===== config.mk =====
export PLATFORM = sky130hd
export DESIGN_NAME = uart_tx_fifo
export DESIGN_NICKNAME = d
export VERILOG_FILES = /design/src/rtl/uart_pkg.sv /design/src/rtl/uart_sync_fifo.sv /design/src/rtl/uart_tx_fifo.sv
export SDC_FILE = /design/constraint.sdc
export NUM_CORES = 1
export LEC_CHECK = 0
export BUFFER_PORTS_ARGS = -buffer_cell sky130_fd_sc_hd__clkbuf_2
export CAP_MARGIN = 0
export CORE_UTILIZATION = 30
export DETAILED_ROUTE_END_ITERATION = 10
export PLACE_DENSITY_LB_ADDON = 0.25
export SKIP_CTS_REPAIR_TIMING = 1
export SLEW_MARGIN = 20
export SYNTH_ARGS = -nofsm -noshare
export SYNTH_HDL_FRONTEND = slang
export SYNTH_HIERARCHICAL = 1
export SYNTH_SLANG_ARGS = --single-unit
export TNS_END_PERCENT = 100

===== constraint.sdc =====
create_clock -name clk -period 3.5 [get_ports clk]
set_clock_uncertainty 0.15 [all_clocks]
set_input_delay 0.175 -clock clk [delete_from_list [all_inputs] [get_ports clk]]
set_output_delay 0.175 -clock clk [all_outputs]
set_load 0.02 [all_outputs]

===== src/rtl/uart_pkg.sv =====
// Shared UART definitions: serialiser states, parity codes and frame helpers.
package uart_pkg;

  typedef enum logic [2:0] {
    IDLE,
    START,
    DATA,
    PARITY,
    STOP1,
    STOP2
  } state_e;

  localparam logic [1:0] PAR_NONE = 2'd0;
  localparam logic [1:0] PAR_EVEN = 2'd1;
  localparam logic [1:0] PAR_ODD  = 2'd2;

  function automatic logic [3:0] data_bits(input logic [1:0] code);
    return 4'd5 + {2'b00, code};
  endfunction

endpackage


===== src/rtl/uart_sync_fifo.sv =====
// Single-clock FIFO with occupancy count; refuses pushes when full.
module uart_sync_fifo #(
  parameter int WIDTH = 8,
  parameter int DEPTH = 4
) (
  input  logic                     clk,
  input  logic                     reset,
  input  logic                     push,
  input  logic [WIDTH-1:0]         din,
  input  logic                     pop,
  output logic [WIDTH-1:0]         dout,
  output logic                     full,
  output logic                     empty,
  output logic [$clog2(DEPTH):0]   level
);
  localparam int AW = $clog2(DEPTH);

  logic [WIDTH-1:0] mem_q [DEPTH];
  logic [AW-1:0]    wr_q, wr_d;
  logic [AW-1:0]    rd_q, rd_d;
  logic [AW:0]      lvl_q, lvl_d;
  logic             do_push, do_pop;

  assign full  = (lvl_q == (AW+1)'(DEPTH));
  assign empty = (lvl_q == '0);
  assign level = lvl_q;
  assign dout  = mem_q[rd_q];

  always_comb begin
    do_push = push && !full;
    do_pop  = pop && !empty;
    wr_d    = do_push ? wr_q + AW'(1) : wr_q;
    rd_d    = do_pop ? rd_q + AW'(1) : rd_q;
    lvl_d   = lvl_q + {{AW{1'b0}}, do_push}
                    - {{AW{1'b0}}, do_pop};
  end

  always_ff @(posedge clk or posedge reset) begin
    if (reset) begin
      wr_q  <= '0;
      rd_q  <= '0;
      lvl_q <= '0;
    end else begin
      wr_q  <= wr_d;
      rd_q  <= rd_d;
      lvl_q <= lvl_d;
    end
  end

  // Storage needs no reset; the pointers define validity.
  always_ff @(posedge clk) begin
    if (do_push) mem_q[wr_q] <= din;
  end

endmodule


===== src/rtl/uart_tx_fifo.sv =====
// Buffered UART transmitter: run-time frame format, LSB-first serialiser.
module uart_tx_fifo #(
  parameter int FIFO_DEPTH = 4,
  parameter int DIV_W      = 16
) (
  input  logic                          clk,
  input  logic                          reset,
  input  logic [DIV_W-1:0]              cfg_div,
  input  logic [1:0]                    cfg_data_bits,
  input  logic [1:0]                    cfg_parity,
  input  logic                          cfg_stop2,
  input  logic                          s_valid,
  input  logic [7:0]                    s_data,
  output logic                          s_ready,
  output logic                          tx_o,
  output logic                          busy_o,
  output logic [$clog2(FIFO_DEPTH):0]   fifo_level
);
  import uart_pkg::*;

  state_e           state_q;
  logic [DIV_W-1:0] timer_q, div_q, div_eff;
  logic [7:0]       sh_q;
  logic [2:0]       cnt_q;
  logic [3:0]       nb_q;
  logic [1:0]       par_q;
  logic             stop2_q, acc_q;
  logic             tx_q, tx_d, busy_q, busy_d;

  logic             f_full, f_empty, pop;
  logic [7:0]       f_dout;
  logic             tick, last_bit, par_en, frame_end;

  uart_sync_fifo #(
    .WIDTH (8),
    .DEPTH (FIFO_DEPTH)
  ) u_fifo (
    .clk   (clk),
    .reset (reset),
    .push  (s_valid),
    .din   (s_data),
    .pop   (pop),
    .dout  (f_dout),
    .full  (f_full),
    .empty (f_empty),
    .level (fifo_level)
  );

  assign s_ready = !f_full;
  assign tx_o    = tx_q;
  assign busy_o  = busy_q;

  always_comb begin
    div_eff   = (cfg_div == '0) ? DIV_W'(1) : cfg_div;
    tick      = (timer_q == '0);
    last_bit  = ({1'b0, cnt_q} == nb_q - 4'd1);
    par_en    = (par_q == PAR_EVEN) || (par_q == PAR_ODD);
    frame_end = tick && ((state_q == STOP1 && !stop2_q)
                         || state_q == STOP2);
    pop       = !f_empty && (state_q == IDLE || frame_end);
    busy_d    = (state_q != IDLE) || !f_empty;
    tx_d      = 1'b1;
    unique case (state_q)
      START:   tx_d = 1'b0;
      DATA:    tx_d = sh_q[0];
      PARITY:  tx_d = acc_q ^ (par_q == PAR_ODD);
      default: tx_d = 1'b1;
    endcase
  end

  // Line output trails the state by one register stage.
  always_ff @(posedge clk or posedge reset) begin
    if (reset) begin
      state_q <= IDLE;
      timer_q <= '0;
      div_q   <= DIV_W'(1);
      sh_q    <= '0;
      cnt_q   <= '0;
      nb_q    <= 4'd8;
      par_q   <= PAR_NONE;
      stop2_q <= 1'b0;
      acc_q   <= 1'b0;
      tx_q    <= 1'b1;
      busy_q  <= 1'b0;
    end else begin
      tx_q   <= tx_d;
      busy_q <= busy_d;
      if (pop) begin
        sh_q    <= f_dout;
        div_q   <= div_eff;
        timer_q <= div_eff - DIV_W'(1);
        nb_q    <= data_bits(cfg_data_bits);
        par_q   <= cfg_parity;
        stop2_q <= cfg_stop2;
        cnt_q   <= '0;
        acc_q   <= 1'b0;
        state_q <= START;
      end else if (state_q != IDLE) begin
        if (!tick) begin
          timer_q <= timer_q - DIV_W'(1);
        end else begin
          timer_q <= div_q - DIV_W'(1);
          unique case (state_q)
            START: state_q <= DATA;
            DATA: begin
              sh_q  <= sh_q >> 1;
              acc_q <= acc_q ^ sh_q[0];
              cnt_q <= cnt_q + 3'd1;
              if (last_bit) state_q <= par_en ? PARITY : STOP1;
            end
            PARITY:  state_q <= STOP1;
            STOP1:   state_q <= stop2_q ? STOP2 : IDLE;
            default: state_q <= IDLE;
          endcase
        end
      end
    end
  end

endmodule


==> results of run 1 <==
==> stage by stage <==
stage	hold WS, ns	power [mW]
global placement	-0.00520	4.53
CTS	-0.409	5.59
detailed placement	-0.0155	4.57
floorplan	-0.172	3.90
finish	-0.0183	5.57
global route	0.00126	6.03
==> cell usage in the layout (no fill, tap or decap), types with 3 or more instances in the layout <==
| cell | n |
|---|---|
| nand3_1 | 6 |
| mux2i_1 | 6 |
| o21a_1 | 3 |
| dfstp_2 | 3 |
| and3b_1 | 4 |
| a31oi_1 | 5 |
| xor2_1 | 9 |
| o22ai_1 | 3 |
| nand4_1 | 4 |
| and3_1 | 5 |
| nor2_1 | 34 |
| inv_1 | 14 |
| a21o_1 | 4 |
| nand2b_1 | 6 |
| nor3_1 | 9 |
| edfxtp_1 | 32 |
| clkbuf_16 | 9 |
| ha_1 | 11 |
| a22oi_1 | 9 |
| o21ai_0 | 12 |
| xnor2_1 | 9 |
| nor3_2 | 4 |
| dfrtp_1 | 57 |
| nand2_1 | 96 |
| a21oi_1 | 20 |
| dlygate4sd3_1 | 26 |
| o211ai_1 | 5 |
| nor4_1 | 4 |
| nor4_4 | 4 |
| o31ai_1 | 5 |
| a211o_1 | 4 |
| clkbuf_2 | 37 |
| inv_6 | 3 |
| buf_4 | 18 |
| mux4_2 | 8 |
| dfrtp_2 | 3 |
==> worst paths after layout <==
check | cells past startpoint | from | slack (ns) | end
worst min-delay path | 3 | cfg_div[1] | -0.02 | div_q[1]
max in group asynchronous | 4 | reset | 2.11 | tx_o
worst max-delay path | 13 | timer_q[10] | 0.22 | timer_q[10]
worst max register to register | 13 | timer_q[10] | 0.22 | timer_q[10]
worst min register to register | 2 | nb_q[3] | 0.32 | nb_q[3]
min in group asynchronous | 3 | reset | 0.16 | u_fifo/rd_q[0]
==> cell families after synthesis <==
group / after synthesis
AO/OA/AOI/OAI: 100
XOR/XNOR: 18
adder cells (fa/ha/maj): 12
buffers and inverters: 38
flip-flops: 95
multiplexers: 16
AND/OR/NAND/NOR: 199
==> flip-flops by register name (all words and copies together) (netlist names), 2 cells and up <==
register      cells
cnt_q             3
div_q            16
nb_q              4
par_q             2
sh_q              8
state_q           3
timer_q          16
u_fifo/level      3
u_fifo/mem_q     32
u_fifo/rd_q       2
u_fifo/wr_q       2
==> worst max-delay path, stage by stage (launching register included) <==
cell and delay (ns):
dfrtp_1 0.46, nor4_4 0.43, nand4_4 0.23, o21a_1 0.26
inv_4 0.13, buf_4 0.20, nand2_1 0.11, nand2_1 0.09
ha_1 0.22, o21ai_2 0.14, nor4_4 0.26, buf_4 0.17
xnor2_1 0.06, mux2_4 0.25
==> metal layers <==
| metal | routed length [µm] | share of wire | up-vias |
|---|---|---|---|
| met5 | 0 | 0 | - |
| met4 | 138 | 0.011 | 0 |
| met3 | 462 | 0.038 | 10 |
| met2 | 6000 | 0.49 | 85 |
| met1 | 5670 | 0.46 | 1958 |
| li1 | - | - | 1879 |
==> cell type report <==
cell class,instances,share of cell area
timing repair buffer,81,0.0938
clock inverter,7,0.0119
multi-input combinational,345,0.392
inverter,16,0.0103
sequential,95,0.411
tap,220,0.0445
clock buffer,9,0.0364
==> power by group <==
part | total, mW | internal (mW) | switching, mW
clock | 0.984 | 0.507 | 0.477
combinational | 2.57 | 1.14 | 1.44
sequential | 2.01 | 1.60 | 0.417
==> flow_metrics.env, run 1 <==
export IMPL_antenna_left=0
export IMPL_grt_max_degree=45
export IMPL_dr_pass1_iters=5
export IMPL_drive_gt1_frac=0.215
export IMPL_cts_inserted_buffers=9
export IMPL_cp_end_kind="flip-flop"
export IMPL_maxClockFrequency_mhz=305
export IMPL_track_usage=0.146
export IMPL_ys_warnings_count=6
export IMPL_power_density_nw_per_um2=900
export IMPL_syn_inst=478
export IMPL_cts_sinks=95
export IMPL_dpl_cell_area_um2=5600
export IMPL_initialDrtViolationCount=239
export IMPL_grt_busiest_layer="met2"
export IMPL_synth_xor_area_frac=0.0307
export IMPL_synthMuxAreaShare=0.0519
export IMPL_dp_hpwl_um=8580
export IMPL_met2_usage=0.247
export IMPL_grt_overflow=0
export IMPL_status="finished, violations left"
export IMPL_post_drt_wl_per_cell_um=15.9
export IMPL_grt_pass1_vias=3828
export IMPL_power_leakage_nw=2.56
export IMPL_synth_area_um2=5130
export IMPL_grt_use_met1=0.185
export IMPL_min_period_ns=3.28
export IMPL_die_h_um=133
export IMPL_slew_violations=0
export IMPL_synth_ff_type="dfrtp_1"
export IMPL_core_area_um2=16600
export IMPL_clkLatencyLatePin_ns=0.36
export IMPL_startpoint_type="flip-flop"
export IMPL_final_nets=592
export IMPL_irDropWorstVdd_mv=0.375
export IMPL_yosys_area_top_type="dfrtp_1"
export IMPL_diodes=0
export IMPL_cts_max_level=3
export IMPL_area_delta_synth_final_pct=20.6
export IMPL_hold_violations=3
export IMPL_route_detailed_drc=0
export IMPL_setup_violations=0
export IMPL_async_flop_share=0.663
export IMPL_synth_top_area_share=0.293
export IMPL_wirelength_um=12300
export IMPL_synth_distinct_cells=82
export IMPL_grt_antenna_before_repair=0
export IMPL_synth_enable_flop_cells=32
export IMPL_dp_cells=729
export IMPL_synth_top_family_by_area="simple AND/OR/NAND/NOR gates"
export IMPL_gp_congestion=0.836
export IMPL_slew_headroom=0.468
export IMPL_violations="negative hold slack"
export IMPL_synthSimpleGateAreaFrac=0.206
export IMPL_die_width_um=133
export IMPL_grt_pass1_wl_um=20100
export IMPL_syn_avg_cell_area_um2=10.7
export IMPL_path_clk_slew_ns=0.07
export IMPL_clk_path_buf_depth=2
export IMPL_cts_tree="built"
export IMPL_worst_pin_slew_ns=0.797
export IMPL_synth_seq_cells=95
export IMPL_fp_row_count=47
export IMPL_globalRouteMet3Util=0.0341
export IMPL_synthTopCellsByArea="dfrtp_1, edfxtp_1, nand2_1"
export IMPL_pin_count=38
export IMPL_io_buffers=37
export IMPL_ys_top_cells_by_count="nand2_1, dfrtp_1, nor2_1"
export IMPL_path_class="flip-flop to flip-flop"
export IMPL_synthAdderAreaFrac=0.0307
export IMPL_avgViaCountPerCell=5.09
export IMPL_syn_nets=522
export IMPL_multi_input_comb_area_um2=2430
export IMPL_setup_tns_ns=0
export IMPL_final_util=0.372
export IMPL_yosysMostFrequentCell="nand2_1"
export IMPL_crit_required_ns=3.59
export IMPL_whs_ns=-0.0183
export IMPL_fin_crit_sh=0.936
export IMPL_pre_cts_ws_ns=0.188
export IMPL_routed_via_count=3932
export IMPL_initial_core_util=0.308
export IMPL_cap_violations=0
export IMPL_hold_path_class="input pin to flip-flop"
export IMPL_cp_max_fo=14
export IMPL_root_buffer="clkbuf_16"
export IMPL_dieArea_um2=17600
export IMPL_stdcell_area_um2=6190
export IMPL_synth_compound_area_frac=0.150
export IMPL_seqCellArea_um2=2540
export IMPL_layout_cells_non_filler=773
export IMPL_cp_arrival_ns=3.37
export IMPL_n_fill_cell=1650
export IMPL_timing_final_ws_setup_ns=0.224
export IMPL_rsz0062_at_grt="no"
export IMPL_synth_seq_area_share=0.495
No activity file was read; power rests on OpenSTA's default activity.
==> run 2: changes to the inputs <==
- CORE_MARGIN: default -> 3
- SETUP_SLACK_MARGIN: default -> 0.5
- SYNTH_HIERARCHICAL: 1 -> default
==> run 2 against run 1 <==
  * The run still ends with negative hold slack left
  * First-iteration DRC count shrank 23%
  * Via count shrank 11%
  * Critical path depth shrank 2
  * Sequential share of layout area grew 1.8 points
  * Non-clock buffer count shrank 6
  * Global-route usage shrank 2.1 points
  * Critical endpoint is now timer_q[12]
  * Largest power group unchanged
==> flow_metrics.env, run 2 <==
export IMPL_status="finished, violations left"
export IMPL_violations="negative hold slack"
export IMPL_cp_arrival_ns=2.95
export IMPL_power_leakage_nw=2.39
export IMPL_io_buffers=37
export IMPL_cap_violations=0
export IMPL_crit_required_ns=3.58
export IMPL_cp_end_kind="flip-flop"
export IMPL_final_cell_mix="nand2_1, dfrtp_1, nor2_1"
export IMPL_worst_pin_slew_ns=0.709
export IMPL_gp_congestion=0.803
export IMPL_cp_slowest_cell="dfrtp_1"
export IMPL_die_width_um=133
export IMPL_track_usage=0.125
export IMPL_whs_ns=-0.00604
export IMPL_dp_cells=682
export IMPL_initial_core_util=0.313
export IMPL_switchingPower_mw=2.17
export IMPL_synth_enable_flop_cells=32
export IMPL_cts_max_level=3
export IMPL_initialDrtViolationCount=184
export IMPL_intPower_mw=3.12
export IMPL_synth_ff_type="dfrtp_1"
export IMPL_syn_nets=493
export IMPL_pwr_share_comb=0.430
export IMPL_path_class="flip-flop to flip-flop"
export IMPL_maxClockFrequency_mhz=349
export IMPL_yosysMostFrequentCell="nand2_1"
export IMPL_clk_path_buf_depth=2
export IMPL_reg_top3="u_fifo.mem_q (32), div_q (16), timer_q (16)"
export IMPL_dpl_cell_area_um2=5260
export IMPL_final_nets=556
export IMPL_hold_path_class="input pin to flip-flop"
export IMPL_fp_row_count=45
export IMPL_critPathMaxStageDelay_ns=0.46
export IMPL_slew_violations=0
export IMPL_r2r_start="timer_q[2]"
export IMPL_cp_max_fo=6
export IMPL_slew_headroom=0.526
export IMPL_dp_hpwl_um=7670
export IMPL_power_density_nw_per_um2=892
export IMPL_cts_inserted_buffers=9
export IMPL_cts_sinks=95
export IMPL_setup_tns_ns=0
export IMPL_seq_power_share=0.381
export IMPL_drive_gt1_frac=0.236
export IMPL_ys_warnings_count=0
export IMPL_min_period_ns=2.87
export IMPL_cts_tree="built"
export IMPL_clkLatencyLatePin_ns=0.35
export IMPL_diodes=0
export IMPL_synthTopCellsByArea="dfrtp_1, edfxtp_1, nand2_1"
export IMPL_clkPwrFrac=0.188
export IMPL_routed_via_count=3497
export IMPL_hold_violations=1
export IMPL_synth_distinct_cells=66
export IMPL_dr_pass1_iters=4
export IMPL_grt_max_degree=35
export IMPL_hp_start="cfg_div[10]"
export IMPL_cp_startpoint="timer_q[2]"
export IMPL_wirelength_um=11100
export IMPL_synth_seq_cells=95
export IMPL_fin_crit_sh=0.819
export IMPL_startpoint_type="flip-flop"
export IMPL_antenna_left=0
export IMPL_stdcell_area_um2=5930
export IMPL_yosys_area_top_type="dfrtp_1"
export IMPL_ys_top_cells_by_count="nand2_1, dfrtp_1, nor2_1"
export IMPL_root_buffer="clkbuf_16"
export IMPL_area_delta_synth_final_pct=22.5
export IMPL_setup_violations=0
export IMPL_grt_pass1_wl_um=17800
export IMPL_pin_count=38
export IMPL_syn_avg_cell_area_um2=10.8
export IMPL_dieArea_um2=17700
export IMPL_largest_register_ffs=32
export IMPL_avgViaCountPerCell=4.80
export IMPL_final_util=0.383
export IMPL_synth_seq_area_share=0.524
export IMPL_layout_cells_non_filler=728
export IMPL_syn_inst=449
export IMPL_route_detailed_drc=0
export IMPL_irDropWorstVdd_mv=0.414
export IMPL_critical_path_cell_chain="nor4_4, and4_4, a21oi_4, or3_4, nand2_1, ha_4, o31ai_4, nand3b_4, nor3_2, xor2_1, a21oi_1"
export IMPL_synth_area_um2=4850
export IMPL_async_flop_share=0.663
export IMPL_rsz0062_at_grt="no"
export IMPL_post_drt_wl_per_cell_um=15.2
export IMPL_grt_antenna_before_repair=0
export IMPL_final_common_cell="nand2_1"
export IMPL_die_h_um=133
export IMPL_netSwitchingFraction=0.410
export IMPL_synth_top_area_share=0.310
export IMPL_grt_overflow=0
export IMPL_regMostFlops="u_fifo.mem_q"
export IMPL_path_clk_slew_ns=0.07
export IMPL_grt_pass1_vias=3387
export IMPL_core_area_um2=15500
-- run 2: power groups by stage --
stage / registers [mW] / logic, mW / clock network, mW
global route: 2.08 / 2.56 / 1.06
finish: 2.02 / 2.28 / 0.997
global placement: 1.99 / 2.15 / 0
CTS: 1.98 / 2.19 / 1.03
detailed placement: 2.00 / 2.18 / 0
floorplan: 1.86 / 1.82 / 0
-- run 2: logic make-up after synthesis --
| family | Yosys count | share of synthesized area |
|---|---|---|
| AOI/OAI and AO/OA | 91 | 0.132 |
| xor gates and xnor gates | 24 | 0.0434 |
| adders and majority gates | 12 | 0.0325 |
| buffers and inverters | 38 | 0.0398 |
| DFF | 95 | 0.524 |
| muxes | 15 | 0.0527 |
| and+or+nand+nor | 174 | 0.175 |
-- run 2: critical path, delay by kind of cell (launching register included) --
| family | cells | cell delay (ns) |
|---|---|---|
| compound gates | 3 | 0.25 |
| xor+xnor | 1 | 0.16 |
| fa+ha+maj | 1 | 0.17 |
| flops | 1 | 0.46 |
| simple gates | 6 | 1.56 |
-- run 2: area by class of cell --
class | count | area [µm²]
flip-flops and latches | 95 | 2550
fillers | 1493 | 9550
well taps | 211 | 264
clock inverters | 7 | 76.3
clock buffers | 9 | 225
inverters | 15 | 58.8
multi-input cells | 316 | 2230
repair buffers | 75 | 533
-- run 2: final timing paths --
check / cells past startpoint / endpoint / slack, ns
max: 11 / timer_q[12] / 0.63
min: 3 / div_q[10] / -0.006
max reg2reg: 11 / timer_q[12] / 0.63
min reg2reg: 2 / sh_q[3] / 0.32
max in group asynchronous: 4 / nb_q[3] / 1.96
min in group asynchronous: 3 / sh_q[4] / 0.33
-- run 2: stage by stage --
stage / power, mW / worst slack, ns
after floorplan: 3.67 / 0.400
after global placement: 4.14 / 0.528
after detailed placement: 4.18 / 0.464
after CTS: 5.19 / 0.438
after global routing: 5.71 / 0.500
final: 5.30 / 0.632
-- run 2: metal layers --
metal,GRT usage,part of all wire,up-vias
met1,0.173,0.49,1708
met4,0.0354,0.015,0
met3,0.0325,0.034,15
met5,0,0,-
li1,-,-,1715
met2,0.196,0.46,59
==> run 3: changes to the inputs <==
- clock period: 3.5 -> 2.8 ns (I/O delays scaled with it)
==> run 3 against run 2 <==
  * Die area unchanged
  * Global-route usage increased by 0.40 points
  * Count of clock-buffer cells in the layout did not move
  * Largest power group unchanged
  * Total power rose by 32%
  * Final cell count increased by 5.5%
  * The flow still finishes with violations (negative hold slack)
  * Maximum frequency up 4.2%
  * Critical path depth increased by 1
  * Critical path type unchanged
  * Clock power grew 25%
  * First-iteration DRC count is 16% higher
  * Non-clock buffer count rose by 40
==> flow_metrics.env, run 3 (synthesis gave the netlist of run 2 again) <==
export IMPL_crit_buf_inv=1
export IMPL_post_drt_wl_per_cell_um=14.7
export IMPL_die_width_um=133
export IMPL_hold_path_end="nb_q[1]"
export IMPL_critPathTopFamily="simple AND/OR/NAND/NOR gates"
export IMPL_min_path_cells=4
export IMPL_violations="negative hold slack"
export IMPL_rrSetupSlack_ns=0.05
export IMPL_power_total_mw=6.99
export IMPL_core_area_um2=15500
export IMPL_dp_hpwl_um=7850
export IMPL_dieArea_um2=17700
export IMPL_cp_max_fo=4
export IMPL_cts_sinks=95
export IMPL_grt_overflow=0
export IMPL_pre_cts_ws_ns=0.00539
export IMPL_cp_arrival_ns=2.84
export IMPL_fin_crit_sh=0.983
export IMPL_dr_wl_met2_um=5360
export IMPL_timing_final_ws_setup_ns=0.0466
export IMPL_pin_count=38
export IMPL_path_clk_slew_ns=0.08
export IMPL_reg2reg_depth=12
export IMPL_n_fill_cell=1494
export IMPL_power_leakage_nw=2.63
export IMPL_power_density_nw_per_um2=1110
export IMPL_slew_headroom=0.536
export IMPL_cts_tree="built"
export IMPL_final_cell_mix="nand2_1, dfrtp_1, buf_4"
export IMPL_irDropWorstVdd_mv=0.584
export IMPL_initialDrtViolationCount=213
export IMPL_clkLatencyLatePin_ns=0.36
export IMPL_die_h_um=133
export IMPL_wl_met1_um=5290
export IMPL_drive_gt1_frac=0.291
export IMPL_timing_rr_end="timer_q[14]"
export IMPL_antenna_left=0
export IMPL_dpl_cell_area_um2=5560
export IMPL_cp_slowest_cell="dfrtp_1"
export IMPL_seqCellArea_um2=2540
export IMPL_hp_start="cfg_data_bits[1]"
export IMPL_r2r_start="timer_q[1]"
export IMPL_cap_violations=0
export IMPL_rsz0062_at_grt="yes"
export IMPL_fp_row_count=45
export IMPL_route_detailed_drc=0
export IMPL_whs_ns=-0.0238
export IMPL_cp_end_kind="flip-flop"
export IMPL_min_period_ns=2.75
export IMPL_status="finished, violations left"
export IMPL_area_delta_synth_final_pct=30.0
export IMPL_worst_pin_slew_ns=0.695
export IMPL_slew_violations=0
export IMPL_wl_met3_um=495
export IMPL_hold_path_class="input pin to flip-flop"
export IMPL_final_common_cell="nand2_1"
export IMPL_wirelength_um=11300
export IMPL_critical_path_cell_chain="nor4_2, buf_4, and4_4, a21oi_4, or3_4, nand2_4, ha_4, o31ai_4, nand3b_4, nor3_4, xnor2_1, a21oi_1"
export IMPL_reg_top3="u_fifo.mem_q (32), div_q (16), timer_q (16)"
export IMPL_layout_cells_non_filler=768
export IMPL_cts_inserted_buffers=9
export IMPL_dp_cells=722
export IMPL_grt_pass1_vias=3620
export IMPL_root_buffer="clkbuf_16"
export IMPL_grt_pass1_wl_um=18200
export IMPL_grt_antenna_before_repair=0
export IMPL_routed_via_count=3669
export IMPL_final_nets=596
export IMPL_clk_path_buf_depth=2
export IMPL_initial_core_util=0.313
export IMPL_cts_max_level=3
export IMPL_setup_violations=0
export IMPL_path_class="flip-flop to flip-flop"
export IMPL_regMostFlops="u_fifo.mem_q"
export IMPL_stdcell_area_um2=6300
export IMPL_multi_input_comb_area_um2=2280
export IMPL_gp_congestion=0.825
export IMPL_hold_violations=2
export IMPL_avgViaCountPerCell=4.78
export IMPL_largest_register_ffs=32
export IMPL_io_buffers=37
export IMPL_crit_required_ns=2.89
export IMPL_track_usage=0.129
export IMPL_maxClockFrequency_mhz=363
export IMPL_dr_pass1_iters=4
export IMPL_critPathMaxStageDelay_ns=0.40
export IMPL_startpoint_type="flip-flop"
export IMPL_top_layer_used="met4"
export IMPL_diodes=0
export IMPL_grt_max_degree=34
run 3: power breakdown:
| group | switching, mW | total [mW] | internal, mW |
|---|---|---|---|
| clock network | 0.608 | 1.25 | 0.637 |
| logic | 1.79 | 3.33 | 1.54 |
| registers | 0.412 | 2.41 | 2.00 |
| total | 2.81 | 6.99 | 4.18 |
run 3: final cells by class:
class	instances	share of cell area
timing repair buffer	115	0.136
clock inverter	7	0.0121
tap	211	0.0419
clock buffer	9	0.0358
multi-input combinational	316	0.361
sequential	95	0.404
inverter	15	0.00894
run 3: tightest hold or removal path, stage by stage:
cell and delay, ns:
clkbuf_2 0.08, ha_1 0.11, nand2_1 0.04, o21ai_0 0.07
run 3: per-layer routing:
layer,GRT usage,vias to the layer above
met1,0.169,1779
li1,-,1805
met3,0.0351,9
met4,0.0497,0
met5,0,-
met2,0.207,76
run 3: stage by stage:
step / TNS, ns / util
final: 0 / 0.407
after detailed placement: 0 / 0.359
after floorplan: -1.58 / -
after global routing: -0.244 / 0.407
after CTS: -0.0365 / 0.379
after global placement: 0 / 0.359
run 3: worst max-delay path by stage:
| stage | startpoint | end | slack, ns | cells past startpoint |
|---|---|---|---|---|
| floorplan | u_fifo.level[1] | timer_q[12] | -0.30 | 14 |
| global route | timer_q[1] | timer_q[14] | -0.07 | 13 |
| finish | timer_q[1] | timer_q[14] | 0.05 | 12 |
| CTS | timer_q[15] | timer_q[12] | -0.02 | 11 |
| global placement | timer_q[15] | timer_q[12] | 0.03 | 11 |
| detailed placement | timer_q[3] | timer_q[12] | 0.005 | 12 |
